[config.mk]
export PLATFORM = sky130hd
export DESIGN_NAME = instr_encoder
export DESIGN_NICKNAME = d
export VERILOG_FILES = /design/src/rtl/legv8_pkg.sv /design/src/rtl/legv8_field_pack.sv /design/src/rtl/instr_encoder.sv
export SDC_FILE = /design/constraint.sdc
export NUM_CORES = 1
export LEC_CHECK = 0
export BUFFER_PORTS_ARGS = -buffer_cell sky130_fd_sc_hd__buf_2
export CAP_MARGIN = 5
export CORE_MARGIN = 8
export CORE_UTILIZATION = 34
export CTS_CLUSTER_DIAMETER = 50
export CTS_CLUSTER_SIZE = 24
export DETAILED_ROUTE_END_ITERATION = 12
export SYNTH_ARGS = -nofsm -noshare
export SYNTH_HDL_FRONTEND = slang
export SYNTH_SLANG_ARGS = --single-unit
[constraint.sdc]
create_clock -name clk -period 6.4 [get_ports clk]
set_clock_uncertainty 0.15 [all_clocks]
set_input_delay 0.64 -clock clk [delete_from_list [all_inputs] [get_ports clk]]
set_output_delay 0.64 -clock clk [all_outputs]
set_load 0.05 [all_outputs]
[src/rtl/legv8_pkg.sv]
// Shared types and constants for the LEGv8 micro-op encoder.
// Contents: op_e micro-op classes, machine opcode fields, the B.LT
// condition code, immediate range limits, the packed micro-op payload
// and small helper functions.
package legv8_pkg;

  localparam int unsigned OP_W   = 4;
  localparam int unsigned REG_W  = 5;
  localparam int unsigned WORD_W = 32;

  // Micro-op classes as presented on in_op; codes 10..15 are undefined.
  typedef enum logic [OP_W-1:0] {
    OP_ADDI = 4'd0,
    OP_ADDS = 4'd1,
    OP_SUBS = 4'd2,
    OP_B    = 4'd3,
    OP_B_LT = 4'd4,
    OP_BL   = 4'd5,
    OP_BR   = 4'd6,
    OP_CBZ  = 4'd7,
    OP_LDUR = 4'd8,
    OP_STUR = 4'd9
  } op_e;

  typedef enum logic [1:0] {
    ERR_NONE    = 2'd0,
    ERR_ILLEGAL = 2'd1,
    ERR_RANGE   = 2'd2,
    ERR_ADDR    = 2'd3
  } err_e;

  // Machine opcode fields, left-aligned at bit 31 of the instruction word.
  localparam logic [9:0]  MC_ADDI = 10'b1001000100;
  localparam logic [10:0] MC_ADDS = 11'b10101011000;
  localparam logic [10:0] MC_SUBS = 11'b11101011000;
  localparam logic [10:0] MC_LDUR = 11'b11111000010;
  localparam logic [10:0] MC_STUR = 11'b11111000000;
  localparam logic [10:0] MC_BR   = 11'b11010110000;
  localparam logic [5:0]  MC_B    = 6'b000101;
  localparam logic [5:0]  MC_BL   = 6'b100101;
  localparam logic [7:0]  MC_B_LT = 8'b01010100;
  localparam logic [7:0]  MC_CBZ  = 8'b10110100;
  localparam logic [3:0]  COND_LT = 4'b1011;

  // Legal immediate ranges (inclusive).
  localparam int IMM12_MIN = 0;
  localparam int IMM12_MAX = 4095;
  localparam int IMM26_MIN = -(2 ** 25);
  localparam int IMM26_MAX = (2 ** 25) - 1;
  localparam int IMM19_MIN = -(2 ** 18);
  localparam int IMM19_MAX = (2 ** 18) - 1;
  localparam int IMM9_MIN  = -256;
  localparam int IMM9_MAX  = 255;

  // One micro-op after branch-target resolution (imm is PC-relative).
  typedef struct packed {
    logic [OP_W-1:0]   op;
    logic [REG_W-1:0]  rd;
    logic [REG_W-1:0]  rn;
    logic [REG_W-1:0]  rm;
    logic [WORD_W-1:0] imm;
  } uop_t;

  // Ops whose immediate is a PC-relative word offset.
  function automatic logic is_pc_rel(input logic [OP_W-1:0] op);
    return (op == OP_B) || (op == OP_BL) || (op == OP_B_LT) || (op == OP_CBZ);
  endfunction

  function automatic logic in_range(input logic signed [WORD_W-1:0] v,
                                    input int lo, input int hi);
    return (v >= lo) && (v <= hi);
  endfunction

endpackage

[src/rtl/legv8_field_pack.sv]
// Combinational packer: one resolved micro-op -> 32-bit LEGv8 word plus
// illegal-op and immediate-range flags.
// Ports:
//   i_uop           resolved micro-op (op, rd, rn, rm, PC-relative imm)
//   o_word_c        encoded instruction (unused fields are 0)
//   o_illegal_c     op code is not a defined op_e value
//   o_range_err_c   immediate does not fit its field
module legv8_field_pack
  import legv8_pkg::*;
(
  input  uop_t              i_uop,
  output logic [WORD_W-1:0] o_word_c,
  output logic              o_illegal_c,
  output logic              o_range_err_c
);

  logic signed [WORD_W-1:0] w_imm;
  assign w_imm = $signed(i_uop.imm);

  // Field placement and range check per op class.
  always_comb begin
    o_word_c      = '0;
    o_illegal_c   = 1'b0;
    o_range_err_c = 1'b0;
    case (i_uop.op)
      OP_ADDI: begin
        o_word_c      = {MC_ADDI, i_uop.imm[11:0], i_uop.rn, i_uop.rd};
        o_range_err_c = !in_range(w_imm, IMM12_MIN, IMM12_MAX);
      end
      OP_ADDS: o_word_c = {MC_ADDS, i_uop.rm, 6'd0, i_uop.rn, i_uop.rd};
      OP_SUBS: o_word_c = {MC_SUBS, i_uop.rm, 6'd0, i_uop.rn, i_uop.rd};
      OP_B: begin
        o_word_c      = {MC_B, i_uop.imm[25:0]};
        o_range_err_c = !in_range(w_imm, IMM26_MIN, IMM26_MAX);
      end
      OP_BL: begin
        o_word_c      = {MC_BL, i_uop.imm[25:0]};
        o_range_err_c = !in_range(w_imm, IMM26_MIN, IMM26_MAX);
      end
      OP_B_LT: begin
        o_word_c      = {MC_B_LT, i_uop.imm[18:0], 1'b0, COND_LT};
        o_range_err_c = !in_range(w_imm, IMM19_MIN, IMM19_MAX);
      end
      OP_CBZ: begin
        o_word_c      = {MC_CBZ, i_uop.imm[18:0], i_uop.rd};
        o_range_err_c = !in_range(w_imm, IMM19_MIN, IMM19_MAX);
      end
      OP_LDUR: begin
        o_word_c      = {MC_LDUR, i_uop.imm[8:0], 2'b00, i_uop.rn, i_uop.rd};
        o_range_err_c = !in_range(w_imm, IMM9_MIN, IMM9_MAX);
      end
      OP_STUR: begin
        o_word_c      = {MC_STUR, i_uop.imm[8:0], 2'b00, i_uop.rn, i_uop.rd};
        o_range_err_c = !in_range(w_imm, IMM9_MIN, IMM9_MAX);
      end
      OP_BR:   o_word_c = {MC_BR, 16'd0, i_uop.rd};
      default: o_illegal_c = 1'b1;
    endcase
  end

endmodule

[src/rtl/instr_encoder.sv]
// Streams LEGv8 micro-ops, encoded to machine words, into instruction
// memory at consecutive word addresses (self-test program loading).
// Ports:
//   clk, reset          clock; synchronous active-low reset
//   start, base_addr    begin a new image at base_addr (not while running)
//   in_valid/in_ready   micro-op handshake; in_ready is combinational
//   in_op, in_rd/rn/rm  op class and register fields
//   in_imm, in_abs      immediate; in_abs marks an absolute branch target
//   in_last             final op of the image
//   imem_we/addr/wdata  registered write port, one cycle after acceptance
//   count               words written since start
//   busy, done, err     status; done and err are sticky until start
//   err_code            0 none, 1 illegal op, 2 imm range, 3 address overflow
module instr_encoder
  import legv8_pkg::*;
#(
  parameter int unsigned ADDR_W = 10
) (
  input  logic              clk,
  input  logic              reset,
  input  logic              start,
  input  logic [ADDR_W-1:0] base_addr,
  input  logic              in_valid,
  output logic              in_ready,
  input  logic [OP_W-1:0]   in_op,
  input  logic [REG_W-1:0]  in_rd,
  input  logic [REG_W-1:0]  in_rn,
  input  logic [REG_W-1:0]  in_rm,
  input  logic [WORD_W-1:0] in_imm,
  input  logic              in_abs,
  input  logic              in_last,
  output logic              imem_we,
  output logic [ADDR_W-1:0] imem_addr,
  output logic [WORD_W-1:0] imem_wdata,
  output logic [ADDR_W:0]   count,
  output logic              busy,
  output logic              done,
  output logic              err,
  output logic [1:0]        err_code
);

  localparam int unsigned CNT_W = ADDR_W + 1;

  typedef enum logic [1:0] {S_IDLE, S_RUN, S_DONE, S_ERR} state_e;

  state_e              r_state;
  state_e              w_state_nxt;
  logic [ADDR_W-1:0]   r_base;
  logic [CNT_W-1:0]    r_count;
  logic                r_we;
  logic [ADDR_W-1:0]   r_addr;
  logic [WORD_W-1:0]   r_wdata;
  logic                r_busy;
  logic                r_done;
  logic                r_err;
  err_e                r_code;

  logic [CNT_W-1:0]    w_wa_ext;
  logic                w_addr_ovf;
  logic [WORD_W-1:0]   w_wa32;
  logic [WORD_W-1:0]   w_imm_res;
  uop_t                w_uop;
  logic [WORD_W-1:0]   w_word;
  logic                w_illegal;
  logic                w_range;
  err_e                w_code;
  logic                w_accept;
  logic                w_fault;
  logic                w_start_ok;

  // Write pointer kept one bit wide so a wrap past the top is visible.
  assign w_wa_ext   = CNT_W'(r_base) + r_count;
  assign w_addr_ovf = w_wa_ext[ADDR_W];
  assign w_wa32     = WORD_W'(w_wa_ext[ADDR_W-1:0]);

  // Absolute branch targets become offsets from this op's own address.
  assign w_imm_res = (in_abs && is_pc_rel(in_op)) ? (in_imm - w_wa32) : in_imm;
  assign w_uop     = {in_op, in_rd, in_rn, in_rm, w_imm_res};

  legv8_field_pack u_pack (
    .i_uop         (w_uop),
    .o_word_c      (w_word),
    .o_illegal_c   (w_illegal),
    .o_range_err_c (w_range)
  );

  // Error priority: illegal op, then immediate range, then address overflow.
  always_comb begin
    w_code = ERR_NONE;
    if (w_illegal)       w_code = ERR_ILLEGAL;
    else if (w_range)    w_code = ERR_RANGE;
    else if (w_addr_ovf) w_code = ERR_ADDR;
  end

  assign in_ready   = (r_state == S_RUN) && (w_code == ERR_NONE);
  assign w_accept   = in_valid && in_ready;
  assign w_fault    = (r_state == S_RUN) && in_valid && (w_code != ERR_NONE);
  assign w_start_ok = start && (r_state != S_RUN);

  // State register.
  always_ff @(posedge clk) begin
    if (!reset) r_state <= S_IDLE;
    else        r_state <= w_state_nxt;
  end

  // Next-state logic; an error outranks in_last in the same cycle.
  always_comb begin
    w_state_nxt = r_state;
    case (r_state)
      S_IDLE: if (start) w_state_nxt = S_RUN;
      S_RUN: begin
        if (w_fault)                  w_state_nxt = S_ERR;
        else if (w_accept && in_last) w_state_nxt = S_DONE;
      end
      S_DONE, S_ERR: if (start) w_state_nxt = S_RUN;
      default: w_state_nxt = S_IDLE;
    endcase
  end

  // Pointer, counter, status and the write output stage.
  always_ff @(posedge clk) begin
    if (!reset) begin
      r_base  <= '0;
      r_count <= '0;
      r_we    <= 1'b0;
      r_addr  <= '0;
      r_wdata <= '0;
      r_busy  <= 1'b0;
      r_done  <= 1'b0;
      r_err   <= 1'b0;
      r_code  <= ERR_NONE;
    end else begin
      r_we    <= w_accept;
      r_addr  <= w_accept ? w_wa_ext[ADDR_W-1:0] : '0;
      r_wdata <= w_accept ? w_word : '0;
      r_busy  <= (w_state_nxt == S_RUN) || w_accept;
      if (w_start_ok) begin
        r_base  <= base_addr;
        r_count <= '0;
        r_done  <= 1'b0;
        r_err   <= 1'b0;
        r_code  <= ERR_NONE;
      end else begin
        if (w_accept) r_count <= r_count + CNT_W'(1);
        if (w_accept && in_last) r_done <= 1'b1;
        if (w_fault) begin
          r_err  <= 1'b1;
          r_code <= w_code;
        end
      end
    end
  end

  assign imem_we    = r_we;
  assign imem_addr  = r_addr;
  assign imem_wdata = r_wdata;
  assign count      = r_count;
  assign busy       = r_busy;
  assign done       = r_done;
  assign err        = r_err;
  assign err_code   = r_code;

endmodule

==> run metrics, run 1 <==
Setup-failing EPs final 0; Worst Max-Slew Pin Slew ~0.90 ns; min-delay worst type reg -> reg; crit path cell chain ha_4 -> inv_2 -> fa_2 -> nor2b_1 -> o21ai_1 -> nand2b_1 -> a21o_1 -> a21o_1 -> xnor2_2 -> ha_1 -> a2111o_1 -> o2111ai_4 -> nand2_2 -> maj3_2 -> or4_4 -> or3b_4 -> a22oi_2 -> a311oi_2 -> nand4bb_1 -> or2_4 -> nor2_4 -> buf_8; Clock transition at path regs approximately 0.050 ns; R2R Path End imem_addr[0]$_SDFF_PN0_; RSZ-0062 raised after global routing yes; flops & latches, synth a little over 70; status completed; Hold Startpoint err$_SDFFE_PP0P_; Layout Nets just under 900; Post-CTS Hold Fix Bufs 0; global-route wire length before repair 28.72 mm; Worst-Skew Late Latency between 0.3 and 0.4 ns; number of global-route vias before repair 5394; total power approximately 1.2 mW; Hold Path Cell Cnt 2; DRT Pass-1 Iters 6; GR Overflow Total 0; VDD IR-drop max 0.0001171 V; Worst R2R Setup Slack roughly 0.4 ns; WHS Endpoint err$_SDFFE_PP0P_; DR WL/cell ~19 um; Max-cap violations 0; slowest cell delay on critical path 0.49 ns; Placer Congestion 0.9074; DR iter-0 viols 440; PortBufs 126; Avg Cell Area, Syn around 7.9 um2; CTS root buf clkbuf_16; Die Area 19530 um2; post-synthesis sequential area ratio around 27%; share of layout cells above drive strength 1 about a quarter; FF/Latch Area roughly 1400 um2; Post-Synthesis Cells 662; CP arrival around 5.5 ns; final antenna-violating net count 0; clock sinks between 70 and 80; Post-synth top cells dfxtp_1, nor2_1, a21oi_1; pwr dens 185.0 nW/um2; n_diodes 0; num rows 45; clk buf depth 2; Die Height 139.7 um; leading area contributor after synthesis dfxtp_1; layout filler cell count between 1500 and 2000; TritonCTS clock tree built; Slew Limit Fails 0; Reg-to-Reg Start count[0]$_SDFFE_PP0N_; Netlist cell types 73; Reg2Reg Depth 25; Post-synth EDFFs 0; largest net degree at the start of global routing 40; Post-synth top flop dfxtp_1; total wire length about 18 mm; crit-path most repeated cell a21o_1; FMAX 160.0 MHz; IO Count about 130; nature of the critical path endpoint primary output; Initial Utilization 34.50%; yosys warns 0; slowest CP cell or4_4; GRT Total Usage between 10% and 20%; chip width 139.7 um; htree depth 3; Slew headroom 39.91%; placed cell area 6077 um2; critical path class reg -> out; # DRC 0; CP Max Fanout 4; Synth area leaders dfxtp_1, nor2_1, ha_1; synthesized area between 5000 and 6000 um2; DR vias roughly 5600; Synth top area share a little over a quarter; post-route cell area 6543 um2; crit path time final roughly 6.3 ns; crit share post-route a little over nine tenths; Net Count, Synth ~750; Vias/cell 5.768; Core ar. between 15000 and 20000 um2; DPL Wire Length between 10 and 15 mm; Worst EP required roughly 5.6 ns; area growth from synthesis to layout 25.67%; Fin. Hold Viols 0; Leak 2.749 nW; area taken by multi-input logic gates 3669 um2; CTS Buf Count 9; Worst setup SP type flip-flop; Post-synth ARST share 0%; initial antenna violation count 0
[cell usage in the layout (no fill, tap or decap), types with 11 or more instances in the layout]
cell	netlist	routed
inv_1	18	17
mux2i_1	15	15
nand2_1	37	37
ha_1	20	19
xnor2_1	15	13
buf_4	0	30
xor2_1	17	17
o21ai_0	34	32
buf_2	8	125
nor3_1	26	23
o21a_1	12	12
nor2_1	71	70
nand2b_1	16	16
nand3_1	18	18
a21oi_1	43	43
or4_1	14	13
dfxtp_1	71	67
a31oi_1	13	11
[report_power, final]
group	internal, mW	leakage, nW	switching [mW]	total, mW
Sequential	0.451	0.577	0.00481	0.455
Combinational	0.117	2.04	0.189	0.306
Clock	0.268	0.131	0.181	0.449
Total	0.836	2.75	0.375	1.21
[worst max path at each step]
| stage | end | slack, ns | start | cells past startpoint |
|---|---|---|---|---|
| finish | in_ready | 0.15 | count[0]$_SDFFE_PP0N_ | 22 |
| detailed placement | in_ready | 0.02 | count[0]$_SDFFE_PP0N_ | 25 |
| global placement | in_ready | 0.21 | count[0]$_SDFFE_PP0N_ | 25 |
| global route | in_ready | -0.05 | count[2]$_SDFFE_PP0N_ | 21 |
| CTS | in_ready | 0.006 | count[0]$_SDFFE_PP0N_ | 22 |
| floorplan | in_ready | 0.07 | count[1]$_SDFFE_PP0N_ | 22 |
[layer usage]
layer | GRT usage [%] | part of all wire [%]
met4 | 5.657 | 1.6
met1 | 22.87 | 45
met2 | 28.15 | 44
met3 | 6.122 | 9.3
met5 | 0 | 0
[final cells by class]
class	instances	share of cell area [%]
clock inverters	4	0.3442
well taps	188	3.595
repair buffers	157	13.41
inverters	18	1.033
multi-input cells	528	56.07
flip-flops and latches	71	21.84
clock buffers	11	3.710
[metrics by stage]
step	hold WS [ns]	TNS (ns)	instances	utilization, %	worst slack [ns]
after floorplan	0.3014	0	662	-	0.07399
after global placement	0.2844	0	954	40.27	0.2090
after detailed placement	0.2997	0	954	40.27	0.02201
after CTS	0.3113	0	971	42.67	0.005642
after global routing	0.3525	-0.05354	977	43.36	-0.05354
final	0.3045	0	977	43.36	0.1496
[flip-flops by register name (all words and copies together), names as in the netlist]
signal,flops
busy,1
count,11
done,1
err,1
err_code,2
imem_addr,10
imem_wdata,32
imem_we,1
r_base,10
r_state,2
[logic make-up after synthesis]
| family | share of synthesized area [%] |
|---|---|
| AOI/OAI and AO/OA | 28.57 |
| xor gates and xnor gates | 5.383 |
| buffers and inverters | 4.879 |
| DFF | 27.30 |
| adders and majority gates | 6.369 |
| muxes | 3.316 |
| and+or+nand+nor | 24.18 |
[timing repair]
item                       in CTS  in global routing
pin swaps                       4                 17
gates resized for setup        15                 16
hold endpoints to repair        0                  0
setup buffers                   2                  6
setup endpoints to repair       1                  4
[critical path, delay by kind of cell (launching register included)]
family	cells	cell delay, ns
AND/OR/NAND/NOR	8	1.86
AO/OA/AOI/OAI	7	1.49
adder cells (fa/ha/maj)	4	1.08
buffers and inverters	2	0.18
XOR/XNOR	1	0.14
flip-flops	1	0.36
No activity file was read; power rests on OpenSTA's default activity.
==> run 2: changes to the inputs <==
--- a/config.mk
+++ b/config.mk
@@ -7,6 +7,7 @@
 export LEC_CHECK = 0
 export BUFFER_PORTS_ARGS = -buffer_cell sky130_fd_sc_hd__buf_2
 export CAP_MARGIN = 5
+export CORE_ASPECT_RATIO = 0.75
 export CORE_MARGIN = 8
 export CORE_UTILIZATION = 34
 export CTS_CLUSTER_DIAMETER = 50
==> run metrics, run 2 (synthesis results as in run 1) <==
status completed; crit share post-route between 90% and 100%; dpl ws around 0.077 ns; Worst Max-Slew Pin Slew a little over 1 ns; area growth from synthesis to layout 28.05%; global-route wire length before repair around 29 mm; busiest grt layer met2; Max-cap violations 0; CTS root buf clkbuf_16; Post-CTS Hold Fix Bufs 0; GRT met2 Usage about 27%; clock sinks a little over 70; total wire length roughly 19 mm; critical path class reg -> out; total power 1.302 mW; Slew headroom between 30 and 40%; crit path time final roughly 6.3 ns; initial antenna violation count 0; min-delay worst type reg -> reg; share of layout cells above drive strength 1 approximately 27%; internal power 0.9069 mW; CP arrival between 5 and 6 ns; num rows 39; final core occ roughly 44%; Die Height 123.2 um; RSZ-0062 raised after global routing yes; post-route cell area roughly 6700 um2; final worst setup slack ~0.11 ns; clk buf depth 2; TritonCTS clock tree built; pwr dens a little under 200 nW/um2; Vias/cell 5.695; CP Max Fanout 6; FMAX between 150 and 200 MHz; Fin. Hold Viols 0; commonest non-fill, non-tap cell in the layout buf_2; number of global-route vias before repair approximately 5300; Clock transition at path regs ~0.060 ns; combinational share of power between 20% and 30%; DRT Pass-1 Iters 6; Initial Utilization between 30% and 40%; clock share of power between 40% and 50%; VDD IR-drop max about 0.00014 V; DR WL/cell ~19 um; Core ar. 15130 um2; GR Util met1 around a quarter; # DRC 0; PortBufs roughly 130; Setup-failing EPs final 0; nature of the critical path endpoint primary output; sw power about 0.4 mW; Die Area around 20000 um2; Leak between 2 and 3 nW; Worst setup SP type flip-flop; Hold Slack 0.3097 ns; Worst EP required around 5.6 ns; DR iter-0 viols 546; placed cell area 6126 um2; n_diodes 0; largest net degree at the start of global routing 27; Placer Congestion ~0.91; Sw Ratio between 30% and 40%; IO Count 127; DPL Wire Length between 10 and 15 mm; Worst-Skew Late Latency 0.35 ns; Seq pwr share about a third; DR vias roughly 5700; Layout Nets 882; htree depth 3; GRT Total Usage between 10% and 20%; most frequent cells in the layout buf_2, nor2_1, dfxtp_1; max reg flops 32; met3 Use GR 6.055%; chip width 158.9 um; CTS Buf Count 9; Slew Limit Fails 0; final antenna-violating net count 0; GR Overflow Total 0
-- run 2: final cells by class --
cell class / count / area, um2
fillers: 1565 / 8461
multi-input cells: 528 / 3669
flip-flops and latches: 71 / 1429
repair buffers: 165 / 933.4
well taps: 205 / 256.5
clock buffers: 9 / 225.2
clock inverters: 6 / 86.33
inverters: 18 / 67.56
-- run 2: power by group through the flow --
stage	registers (mW)	logic, mW	clock network (mW)
floorplan	0.475	0.179	0
global route	0.456	0.336	0.569
finish	0.455	0.311	0.536
global placement	0.464	0.285	0
CTS	0.455	0.296	0.548
detailed placement	0.464	0.283	0
-- run 2: worst max-delay path: stages, from the launching register on --
cell and delay, ns:
dfxtp_4 0.35, ha_4 0.13, inv_2 0.04, fa_2 0.36, nor2b_1 0.13, o21ai_1 0.07
nand2b_1 0.11, a21o_1 0.13, a21o_1 0.17, xnor2_2 0.16, ha_4 0.26, a2111o_1 0.47
o2111ai_4 0.24, nand2_2 0.09, maj3_2 0.34, or4_4 0.49, or3b_1 0.40, a22oi_2 0.25
a311oi_2 0.16, nand4bb_1 0.26, or2_4 0.30, nor2_4 0.09, buf_8 0.15
-- run 2: per-layer routing --
metal / vias to the layer above / wire [um] / share of wire, %
li1: 2767 / - / -
met1: 2645 / 9053 / 48
met2: 270 / 7785 / 41
met3: 24 / 1812 / 9.6
met4: 0 / 272 / 1.4
met5: - / 0 / 0
-- run 2: timing repair --
item	CTS	global route
cloned	0	0
setup buffers	5	8
resized for setup	13	17
setup endpoints to repair	1	5
pin swaps	8	20
-- run 2: stage by stage --
step           cells  TNS, ns
5_1_grt         1002  -0.1145
2_1_floorplan    662        0
4_1_cts          994        0
3_3_place_gp     974        0
6_report        1002        0
3_5_place_dp     974        0
-- run 2: path summary, 6_finish.rpt --
check	from	endpoint	slack (ns)	cells after the start
hold / removal	err$_SDFFE_PP0P_	err$_SDFFE_PP0P_	0.31	2
hold reg to reg	err$_SDFFE_PP0P_	err$_SDFFE_PP0P_	0.31	2
setup / recovery	count[0]$_SDFFE_PP0N_	in_ready	0.11	22
setup reg to reg	count[0]$_SDFFE_PP0N_	count[5]$_SDFFE_PP0N_	0.43	23
==> run 3: changes to the inputs <==
--- a/config.mk
+++ b/config.mk
@@ -8,7 +8,7 @@
 export BUFFER_PORTS_ARGS = -buffer_cell sky130_fd_sc_hd__buf_2
 export CAP_MARGIN = 5
 export CORE_ASPECT_RATIO = 0.75
-export CORE_MARGIN = 8
+export CORE_MARGIN = 2
 export CORE_UTILIZATION = 34
 export CTS_CLUSTER_DIAMETER = 50
 export CTS_CLUSTER_SIZE = 24
==> run metrics, run 3 (synthesis results as in run 1) <==
GRT Total Usage between 20 and 25%; setup tns final 0 ns; num rows 39; Core ar. approximately 15000 um2; CP Max Fanout 4; total wire length approximately 18 mm; critical path class reg -> out; Worst EP required between 5 and 6 ns; Initial Utilization roughly 35%; Placer Congestion 1.019; largest net degree at the start of global routing 40; R2R Path End count[4]$_SDFFE_PP0N_; status completed; Hold Path Cell Cnt 2; htree depth 3; max reg flops 32; Die Area 16330 um2; CTS root buf clkbuf_16; DPL Wire Length approximately 14 mm; CP arrival about 5.5 ns; clock sinks between 70 and 80; pwr dens 199.7 nW/um2; chip width ~150 um; crit path time final around 6.3 ns; Slew Limit Fails 0; cell depth of the worst setup path 22; Setup-failing EPs final 0; initial antenna violation count 0; min-delay worst type reg -> reg; Reg-to-Reg Start count[0]$_SDFFE_PP0N_; CTS Buf Count 9; commonest non-fill, non-tap cell in the layout buf_2; Die Height roughly 110 um; Fin. Hold Viols 0; n_diodes 0; crit share post-route between 90% and 100%; most frequent cells in the layout buf_2, nor2_1, dfxtp_1; Vias/cell 5.696; CP delay by family, top simple AND/OR/NAND/NOR gates; TritonCTS clock tree built; crit path cell chain ha_4 -> inv_2 -> fa_2 -> nor2b_1 -> o21ai_1 -> nand2b_1 -> a21o_1 -> a21o_1 -> xnor2_2 -> ha_1 -> a2111o_1 -> o2111ai_4 -> nand2_2 -> maj3_2 -> or4_4 -> or3b_1 -> a22oi_2 -> a311oi_2 -> nand4bb_1 -> or2_4 -> nor2_4 -> buf_8; IO Count approximately 130; GR Overflow Total 0; Worst setup SP type flip-flop; Layout Nets ~880; Worst Max-Slew Pin Slew roughly 1.0 ns; slowest cell delay on critical path 0.50 ns; WHS Endpoint err$_SDFFE_PP0P_; Hold Startpoint err$_SDFFE_PP0P_; placed cell count just under 1000; Reg2Reg Depth 23; Slew headroom between 30% and 40%; Hold Slack between 0.3 and 0.4 ns; layout filler cell count about 1500; # DRC 0; DR iter-0 viols 630; FMAX between 150 and 200 MHz; DRT Pass-1 Iters 6; clk buf depth 2; area growth from synthesis to layout 27.83%; final antenna-violating net count 0; slowest CP cell or4_4; nature of the critical path endpoint primary output; Max-cap violations 0; worst path buffer plus inverter count 2; Worst R2R Setup Slack 0.47 ns; Layout Cells excl Fill 1000; RSZ-0062 raised after global routing yes; DR vias approximately 5700; DR WL/cell approximately 18 um; VDD IR-drop max roughly 0.00014 V; share of layout cells above drive strength 1 a little over a quarter; crit-path most repeated cell a21o_1; number of global-route vias before repair 5081; Worst-Skew Late Latency around 0.34 ns; Leak between 2 and 3 nW; PortBufs between 100 and 150; Clock transition at path regs roughly 0.060 ns; global-route wire length before repair 28.56 mm
[run 3: cell count changes in the layout (fill, tap and decap cells not counted), moves of 2 or more]
cell / delta
nor3_2: +2
clkinv_2: -2
a2111oi_1: -2
buf_4: -3
clkbuf_8: +2
[run 3: how the worst max path moves through the flow]
stage               slack (ns)                   from  endpoint
finish                    0.13  count[0]$_SDFFE_PP0N_  in_ready
global route             -0.15  count[0]$_SDFFE_PP0N_  in_ready
CTS                       0.01  count[0]$_SDFFE_PP0N_  in_ready
detailed placement        0.07  count[0]$_SDFFE_PP0N_  in_ready
global placement          0.19  count[0]$_SDFFE_PP0N_  in_ready
floorplan                 0.07  count[1]$_SDFFE_PP0N_  in_ready
[run 3: per-stage QoR]
stage / util, % / cell area [um2] / setup WS, ns / power, mW
2_1_floorplan: - / 5220 / 0.07399 / 0.6543
3_3_place_gp: 40.58 / 6118 / 0.1877 / 0.7516
3_5_place_dp: 40.58 / 6118 / 0.07261 / 0.7505
4_1_cts: 43.58 / 6571 / 0.01411 / 1.329
5_1_grt: 44.14 / 6655 / -0.1500 / 1.393
6_report: 44.14 / 6655 / 0.1299 / 1.329
[run 3: cell type report]
class | instances | area, um2 | share of cell area [%]
Tap cell | 205 | 256.5 | 3.854
Clock buffer | 12 | 256.5 | 3.854
Multi-Input combinational cell | 528 | 3657 | 54.95
Timing Repair Buffer | 162 | 910.9 | 13.69
Clock inverter | 4 | 77.57 | 1.166
Sequential cell | 71 | 1429 | 21.47
Inverter | 18 | 67.56 | 1.015
[run 3: repair_timing]
action / in CTS / in global routing
buffers inserted: 7 / 4
cloned: 0 / 0
pin swaps: 7 / 9
endpoints found under the setup margin: 1 / 4
gates resized for setup: 13 / 14
hold buffers: 0 / 0
[run 3: report_power, final]
part | internal [mW] | switching, mW
sequential | 0.450 | 0.00487
combinational | 0.123 | 0.194
clock | 0.364 | 0.192
total | 0.938 | 0.391
[run 3: layer usage]
layer  vias up  wire length [um]  GRT usage [%]
li1       2765                 -              -
met1      2650              8989          33.64
met2       260              7533          30.52
met3        21              1448          5.514
met4         0               231          5.372
met5         -                 0              0
[run 3: tightest hold or removal path, delay by kind of cell (launching register included)]
family | cells | cell delay, ns
flops | 1 | 0.31
buf+inv | 1 | 0.05
compound gates | 1 | 0.05
